===== config.mk =====
export PLATFORM = sky130hd
export DESIGN_NAME = dfrl_univ
export DESIGN_NICKNAME = d
export VERILOG_FILES = /design/src/rtl/dfrl_univ.sv
export SDC_FILE = /design/constraint.sdc
export NUM_CORES = 1
export LEC_CHECK = 0
export CAP_MARGIN = 20
export CORE_MARGIN = 4
export CORE_UTILIZATION = 51
export CTS_BUF_LIST = sky130_fd_sc_hd__clkbuf_8
export CTS_CLUSTER_SIZE = 8
export DETAILED_ROUTE_END_ITERATION = 10
export HOLD_SLACK_MARGIN = 0.12
export PLACE_DENSITY_LB_ADDON = 0.12
export SLEW_MARGIN = 5
export SYNTH_ARGS = -nofsm -noshare
export SYNTH_HDL_FRONTEND = slang
export SYNTH_SLANG_ARGS = --single-unit

===== constraint.sdc =====
create_clock -name clk -period 3.07 [get_ports clk]
set_input_delay 0.614 -clock clk [delete_from_list [all_inputs] [get_ports clk]]
set_output_delay 0.614 -clock clk [all_outputs]
set_load 0.005 [all_outputs]

===== src/rtl/dfrl_univ.sv =====
// dfrl_univ: WIDTH-bit universal register with a synchronous active-low reset,
// parallel load, enable, up/down counting, shift and rotate.
//
// Ports:
//   clk        rising-edge clock
//   reset_     synchronous active-low reset; forces out=RESET_VALUE, ovf=0
//   en         enables the count/shift/rotate modes (load ignores en)
//   load       parallel load of in; clears ovf
//   in         parallel load data
//   mode       000 hold, 001 up, 010 down, 011 shl, 100 shr,
//              101 rotl, 110 rotr, 111 hold (reserved)
//   serial_in  bit shifted in by the shift modes
//   out        register contents
//   tc         terminal count, combinational from out and mode, independent of en
//   ovf        sticky count wrap flag, registered
module dfrl_univ #(
    parameter int unsigned       WIDTH       = 8,
    parameter logic [WIDTH-1:0]  RESET_VALUE = '0
) (
    input  logic             clk,
    input  logic             reset_,
    input  logic             en,
    input  logic             load,
    input  logic [WIDTH-1:0] in,
    input  logic [2:0]       mode,
    input  logic             serial_in,
    output logic [WIDTH-1:0] out,
    output logic             tc,
    output logic             ovf
);

    localparam int unsigned      MODE_W   = 3;
    localparam logic [MODE_W-1:0] MODE_UP   = 3'b001;
    localparam logic [MODE_W-1:0] MODE_DOWN = 3'b010;
    localparam logic [MODE_W-1:0] MODE_SHL  = 3'b011;
    localparam logic [MODE_W-1:0] MODE_SHR  = 3'b100;
    localparam logic [MODE_W-1:0] MODE_ROTL = 3'b101;
    localparam logic [MODE_W-1:0] MODE_ROTR = 3'b110;

    localparam logic [WIDTH-1:0] ALL_ONES = '1;
    localparam logic [WIDTH-1:0] ALL_ZERO = '0;
    localparam logic [WIDTH-1:0] ONE      = WIDTH'(1);

    logic [WIDTH-1:0] next_out;
    logic             wrap;

    // Next value for the enabled, non-load case; wrap flags a count rollover.
    always_comb begin
        next_out = out;
        wrap     = 1'b0;
        case (mode)
            MODE_UP: begin
                next_out = out + ONE;
                wrap     = (out == ALL_ONES);
            end
            MODE_DOWN: begin
                next_out = out - ONE;
                wrap     = (out == ALL_ZERO);
            end
            MODE_SHL:  next_out = {out[WIDTH-2:0], serial_in};
            MODE_SHR:  next_out = {serial_in, out[WIDTH-1:1]};
            MODE_ROTL: next_out = {out[WIDTH-2:0], out[WIDTH-1]};
            MODE_ROTR: next_out = {out[0], out[WIDTH-1:1]};
            default:   next_out = out;
        endcase
    end

    // Storage: reset > load > enabled operation > hold.
    always_ff @(posedge clk) begin
        if (!reset_) begin
            out <= RESET_VALUE;
            ovf <= 1'b0;
        end else if (load) begin
            out <= in;
            ovf <= 1'b0;
        end else if (en) begin
            out <= next_out;
            if (wrap) begin
                ovf <= 1'b1;
            end
        end
    end

    // Terminal count looks at the current value only, so it is valid while en=0.
    assign tc = ((mode == MODE_UP)   && (out == ALL_ONES)) ||
                ((mode == MODE_DOWN) && (out == ALL_ZERO));

endmodule

==> flow_summary.toml, run 1 <==
[sta]
rsz0062_at_grt = "no"
period_needed_ps = 2920
skew_ps = 0.519
finalMaxSlewViolations = 0
hold_viol_final = 0
setup_viol = 0
period_share = 0.952
worst_slew_pin_slew_ps = 527
setup_tns_ps = 0
fmax_ghz = 0.342
holdWs_ps = 537
slew_headroom = 0.648

[clocking]
clk_pin_slew_ps = 50
numCtsBuffers = 3
cts_tree = "yes"
htree_levels = 1
ctsLongestPathBuffers = 2
clock_latency_ps = 230
clkSinkCount = 9
postCtsSetupRepairBufs = 0
cts-root-buf = "clkbuf_8"

[detailed_routing]
drc = 0
drt-total-wl_um = 3640
vias_per_cell = 6.69
drtPass1Iterations = 4
drt_iter0_drc = 60
antenna_left = 0
vias = 1379
wl_per_cell_um = 17.7

[synthesis]
synth_xor_area_frac = 0.0318
synth.cell_area_um2 = 1100
synth-adder-area-share = 0.0114
syn_inst = 154
ys_seq_area_frac = 0.164
synthSimpleGateAreaFrac = 0.305
synth_compound_area_frac = 0.359
syn_nets = 171
syn_area_per_cell_um2 = 7.15
ys_ff_latch = 9
async_flop_share = 0
yosys_warnings = 0
synth_top_family_by_area = "compound AO/OA/AOI/OAI gates"
synth_edf_count = 0
ys.flop_type = "dfxtp_1"
synth_cell_types = 54
muxShareOfSynthArea = 0.0466

[global_route]
antenna_found_initial = 0
grt.overflow.total = 0
grt_pass1_vias = 1251
grt_max_degree = 15
grtUsageTotal = 0.272
grt_pass1_wl_um = 5870

[place]
post-dp-hpwl_um = 2600
io_buffers = 25
gp_congestion = 0.915

[critical_path]
path_cells = "clkdlybuf4s50_1 -> buf_4 -> nor2_1 -> nand3_1 -> o22ai_2 -> clkdlybuf4s50_1"
crit_fanout = 13
path_common_cell = "clkdlybuf4s50_1"
path_buf_inv = 3
cp.arrival_ps = 2310
critical_path_class = "in2out"
critPathCaptureType = "output pin"
r2r_start = "out[1]"
cpMaxStageDelayCell = "clkdlybuf4s50_1"
critical-path-top-delay-family = "buffers and inverters"
reg2reg_setup_slack_ps = 920
r2r_cells = 7
worst_path_largest_cell_delay_ps = 530
worstPathRequired_ps = 2460
startpoint_type = "input port"
r2r_end = "out[6]"

[final_layout]
final_util = 0.728
area_delta_synth_final_pct = 32.4
fill_cells = 170
drive_gt1_frac = 0.134
fin_nets = 197
num_antenna_cells = 0

[floorplanning]
initial_core_util = 0.550
core_um2 = 2000
die_area_um2 = 2970
die_h_um = 54.5
rows = 16
io_pins = 26
die_w_um = 54.5

[pwr]
p_leak_nw = 0.552
powerDensity_nw_per_um2 = 324
ir_drop_uv = 303

[hold_path]
hp-class = "reg2reg"
whs_endpoint = "ovf"
hold_start = "ovf"
hold_depth = 2

[flow_run]
cap_violations = 0

[status]
outcome = "completed"
Yosys cell counts (2+ instances only):
cell type / n / area, um2
clkbuf_1: 13 / 48.8
a21boi_1: 2 / 15.0
and3_1: 2 / 12.5
o21ai_0: 11 / 55.1
a211oi_1: 2 / 15.0
mux2i_1: 4 / 40.0
nand3_1: 8 / 40.0
o21a_1: 2 / 15.0
nand2_1: 10 / 37.5
a21boi_0: 2 / 15.0
nor2_1: 10 / 37.5
or4_1: 2 / 15.0
xnor2_1: 2 / 17.5
nor3_1: 5 / 25.0
a221oi_1: 2 / 17.5
o31ai_1: 2 / 15.0
a31oi_1: 3 / 18.8
a221o_1: 4 / 40.0
a22oi_1: 3 / 22.5
nand4b_1: 2 / 17.5
inv_1: 4 / 15.0
dfxtp_1: 9 / 180
or3_1: 4 / 25.0
a21oi_1: 12 / 60.1
nor3b_1: 2 / 15.0
nor2b_1: 3 / 18.8
xor2_1: 2 / 17.5
final cells by class:
cell class | instances | area (um2) | share of cell area
Clock buffer | 3 | 41.3 | 0.0283
Sequential cell | 9 | 180 | 0.124
Timing Repair Buffer | 38 | 348 | 0.239
Tap cell | 27 | 33.8 | 0.0232
Multi-Input combinational cell | 124 | 836 | 0.573
Clock inverter | 1 | 3.75 | 0.00258
Inverter | 4 | 15.0 | 0.0103
worst max path at each step:
| stage | from | end | slack, ps | depth (start not counted) |
|---|---|---|---|---|
| floorplan | mode[1] | out[4] | 440 | 10 |
| global placement | mode[2] | out[4] | 80 | 9 |
| detailed placement | mode[2] | out[4] | 50 | 9 |
| CTS | mode[2] | tc | 110 | 6 |
| global route | mode[2] | tc | 40 | 6 |
| finish | mode[2] | tc | 150 | 6 |
worst min-delay path, cell delays in order, from the launching register on:
cell and delay, ps:
dfxtp_1 310, a21oi_1 120, nor3b_1 60
cell families after synthesis:
logic type                 count (synthesis)
and+or+nand+nor                           58
AOI/OAI and AO/OA                         56
buffers and inverters                     21
DFF                                        9
xor gates and xnor gates                   4
adders and majority gates                  1
muxes                                      5
registers in the layout, summed over array words and instances, names as in the netlist:
signal	count
out	8
ovf	1
repair_timing:
action / CTS / global route
gates resized for setup: 0 / 1
hold buffers: 0 / 0
endpoints found under the hold margin: 0 / 0
setup endpoints to repair: 0 / 1
layer usage:
| layer | share of wire | GRT usage | vias up | wire (um) |
|---|---|---|---|---|
| met5 | 0 | 0 | - | 0 |
| met3 | 0.095 | 0.0736 | 14 | 344 |
| met1 | 0.40 | 0.327 | 648 | 1470 |
| li1 | - | - | 634 | - |
| met2 | 0.47 | 0.448 | 83 | 1730 |
| met4 | 0.028 | 0.120 | 0 | 102 |
metrics by stage:
step	instances	setup WS (ps)	power [mW]	area, um2
2_1_floorplan	154	440	0.256	1100
3_3_place_gp	202	82.9	0.326	1410
3_5_place_dp	202	53.4	0.331	1410
4_1_cts	206	105	0.470	1450
5_1_grt	206	40.5	0.501	1460
6_report	206	148	0.472	1460
cell usage in the layout (no fill, tap or decap), types with 3 or more instances in the layout:
cell             synthesis  final
mux2i_1                  4      4
or3_1                    4      4
dfxtp_1                  9      9
nor2b_1                  3      3
inv_1                    4      5
nand3_1                  8      8
a21oi_1                 12     12
clkdlybuf4s50_1          0     25
o21ai_0                 11     11
nor3_1                   5      5
nor2_1                  10     10
nand2_1                 10     10
clkbuf_8                 0      3
a22oi_1                  3      3
a221o_1                  4      4
buf_4                    1     13
a31oi_1                  3      3
report_power, final:
part | internal (mW) | switching [mW] | total [mW]
logic | 0.0929 | 0.0862 | 0.179
registers | 0.127 | 0.0296 | 0.157
clock network | 0.0873 | 0.0495 | 0.137
Power figures use the tool's default switching activity.
==> inputs of run 2 (changes only) <==
SLEW_MARGIN = 20   (was 5)
==> results of run 2 <==
Same layout as run 1: the final DEF is identical, and so are final timing and power.
==> inputs of run 3 (changes only) <==
SETUP_SLACK_MARGIN = 0.05   (was not set)
SLEW_MARGIN = not set   (was 20)
TNS_END_PERCENT = 30   (was not set)
==> run 3 against run 2 <==
  * Combinational power about the same
  * Power about the same
  * Final cell count unchanged
  * Final area up 0.17%
  * Critical endpoint unchanged
  * Via count down 1.3%
  * Sequential share of layout area about the same
  * Worst hold slack about the same
  * First-iteration DRC count unchanged
  * Critical path depth down 1
  * Clock-buffer cell count unchanged
  * Clock skew about the same
  * Non-clock buffer count unchanged
==> flow_summary.toml, run 3 (synthesized netlist as in run 1, its figures left out) <==
[status]
outcome = "completed"

[global_route]
grt_pass1_vias = 1251
grt_pass1_wl_um = 5870
grt.overflow.total = 0
grt_max_degree = 15
antenna_found_initial = 0
grtUsageTotal = 0.272

[final_layout]
most-common-layout-cells = "24 x clkdlybuf4s50_1, 13 x buf_4, 12 x a21oi_1"
final_common_cell = "clkdlybuf4s50_1"
multi_input_area_um2 = 836
num_antenna_cells = 0
largestRegisters = "out x8, ovf x1"
top_register = "out"
drive_gt1_frac = 0.134
largest_register_ffs = 8
fin_nets = 197
area_delta_synth_final_pct = 32.6
final_util = 0.729
ff_latch_area_um2 = 180
fill_cells = 169

[detailed_routing]
drt_iter0_drc = 60
drtPass1Iterations = 4
vias_per_cell = 6.61
antenna_left = 0
wl_per_cell_um = 17.6
vias = 1361
drt-total-wl_um = 3630
drc = 0

[place]
io_buffers = 25
post-dp-hpwl_um = 2600
gp_congestion = 0.915

[pwr]
p_leak_nw = 0.561
powerDensity_nw_per_um2 = 324
ir_drop_uv = 303

[clocking]
cts-root-buf = "clkbuf_8"
cts_tree = "yes"
clkSinkCount = 9
htree_levels = 1
ctsLongestPathBuffers = 2
numCtsBuffers = 3
hold_buffers = 0
clk_pin_slew_ps = 50
clock_latency_ps = 230

[critical_path]
cp.arrival_ps = 2270
crit_fanout = 4
startpoint_type = "input port"
worstPathRequired_ps = 2460
critical_path_class = "in2out"
critPathCaptureType = "output pin"

[floorplanning]
die_h_um = 54.5
initial_core_util = 0.550
die_area_um2 = 2970
io_pins = 26
rows = 16
core_um2 = 2000
die_w_um = 54.5

[sta]
slew_headroom = 0.643
worst_slew_pin_slew_ps = 535
setup_viol = 0
period_needed_ps = 2880
fmax_ghz = 0.347
skew_ps = 0.988
finalMaxSlewViolations = 0
period_share = 0.938
hold_viol_final = 0
setup_tns_ps = 0
rsz0062_at_grt = "no"

[flow_run]
cap_violations = 0

[hold_path]
hp-class = "reg2reg"
## run 3: metrics by stage
stage / std cells / instance area [um2] / hold WS, ps / total power [mW] / setup slack (ps)
5_1_grt: 206 / 1460 / 588 / 0.501 / 87.9
2_1_floorplan: 154 / 1100 / 505 / 0.256 / 440
3_5_place_dp: 202 / 1410 / 528 / 0.331 / 53.4
4_1_cts: 206 / 1450 / 538 / 0.470 / 105
6_report: 206 / 1460 / 537 / 0.473 / 189
3_3_place_gp: 202 / 1410 / 512 / 0.326 / 82.9
## run 3: what timing repair did
item                                    in CTS  in global routing
endpoints found under the setup margin       0                  1
gates resized for setup                      0                  2
buffers inserted                             0                  0
## run 3: per-layer routing
metal,GRT usage,part of all wire
met1,0.327,0.40
met2,0.448,0.48
met3,0.0736,0.10
met4,0.120,0.023
met5,0,0
## run 3: critical path: stages
cell,delay [ps]
clkdlybuf4s50_1,510
nor3b_2,260
nand3_1,170
o22ai_2,180
clkdlybuf4s50_1,530
## run 3: final cells by class
type | count | share of cell area
Tap cell | 27 | 0.0231
Sequential cell | 9 | 0.123
Clock buffer | 3 | 0.0283
Multi-Input combinational cell | 124 | 0.572
Timing Repair Buffer | 38 | 0.240
Inverter | 4 | 0.0103
Clock inverter | 1 | 0.00257
## run 3: worst paths after layout
kind / from / endpoint / slack [ps] / cells past startpoint
worst min register to register: ovf / ovf / 540 / 2
worst max-delay path: mode[1] / tc / 190 / 5
worst max register to register: out[1] / out[4] / 910 / 7
worst min-delay path: ovf / ovf / 540 / 2
## run 3: where the power goes
group	internal (mW)	leakage, nW	total, mW	switching (mW)
clock	0.0874	0.0269	0.138	0.0501
combinational	0.0927	0.460	0.179	0.0861
sequential	0.127	0.0743	0.156	0.0295
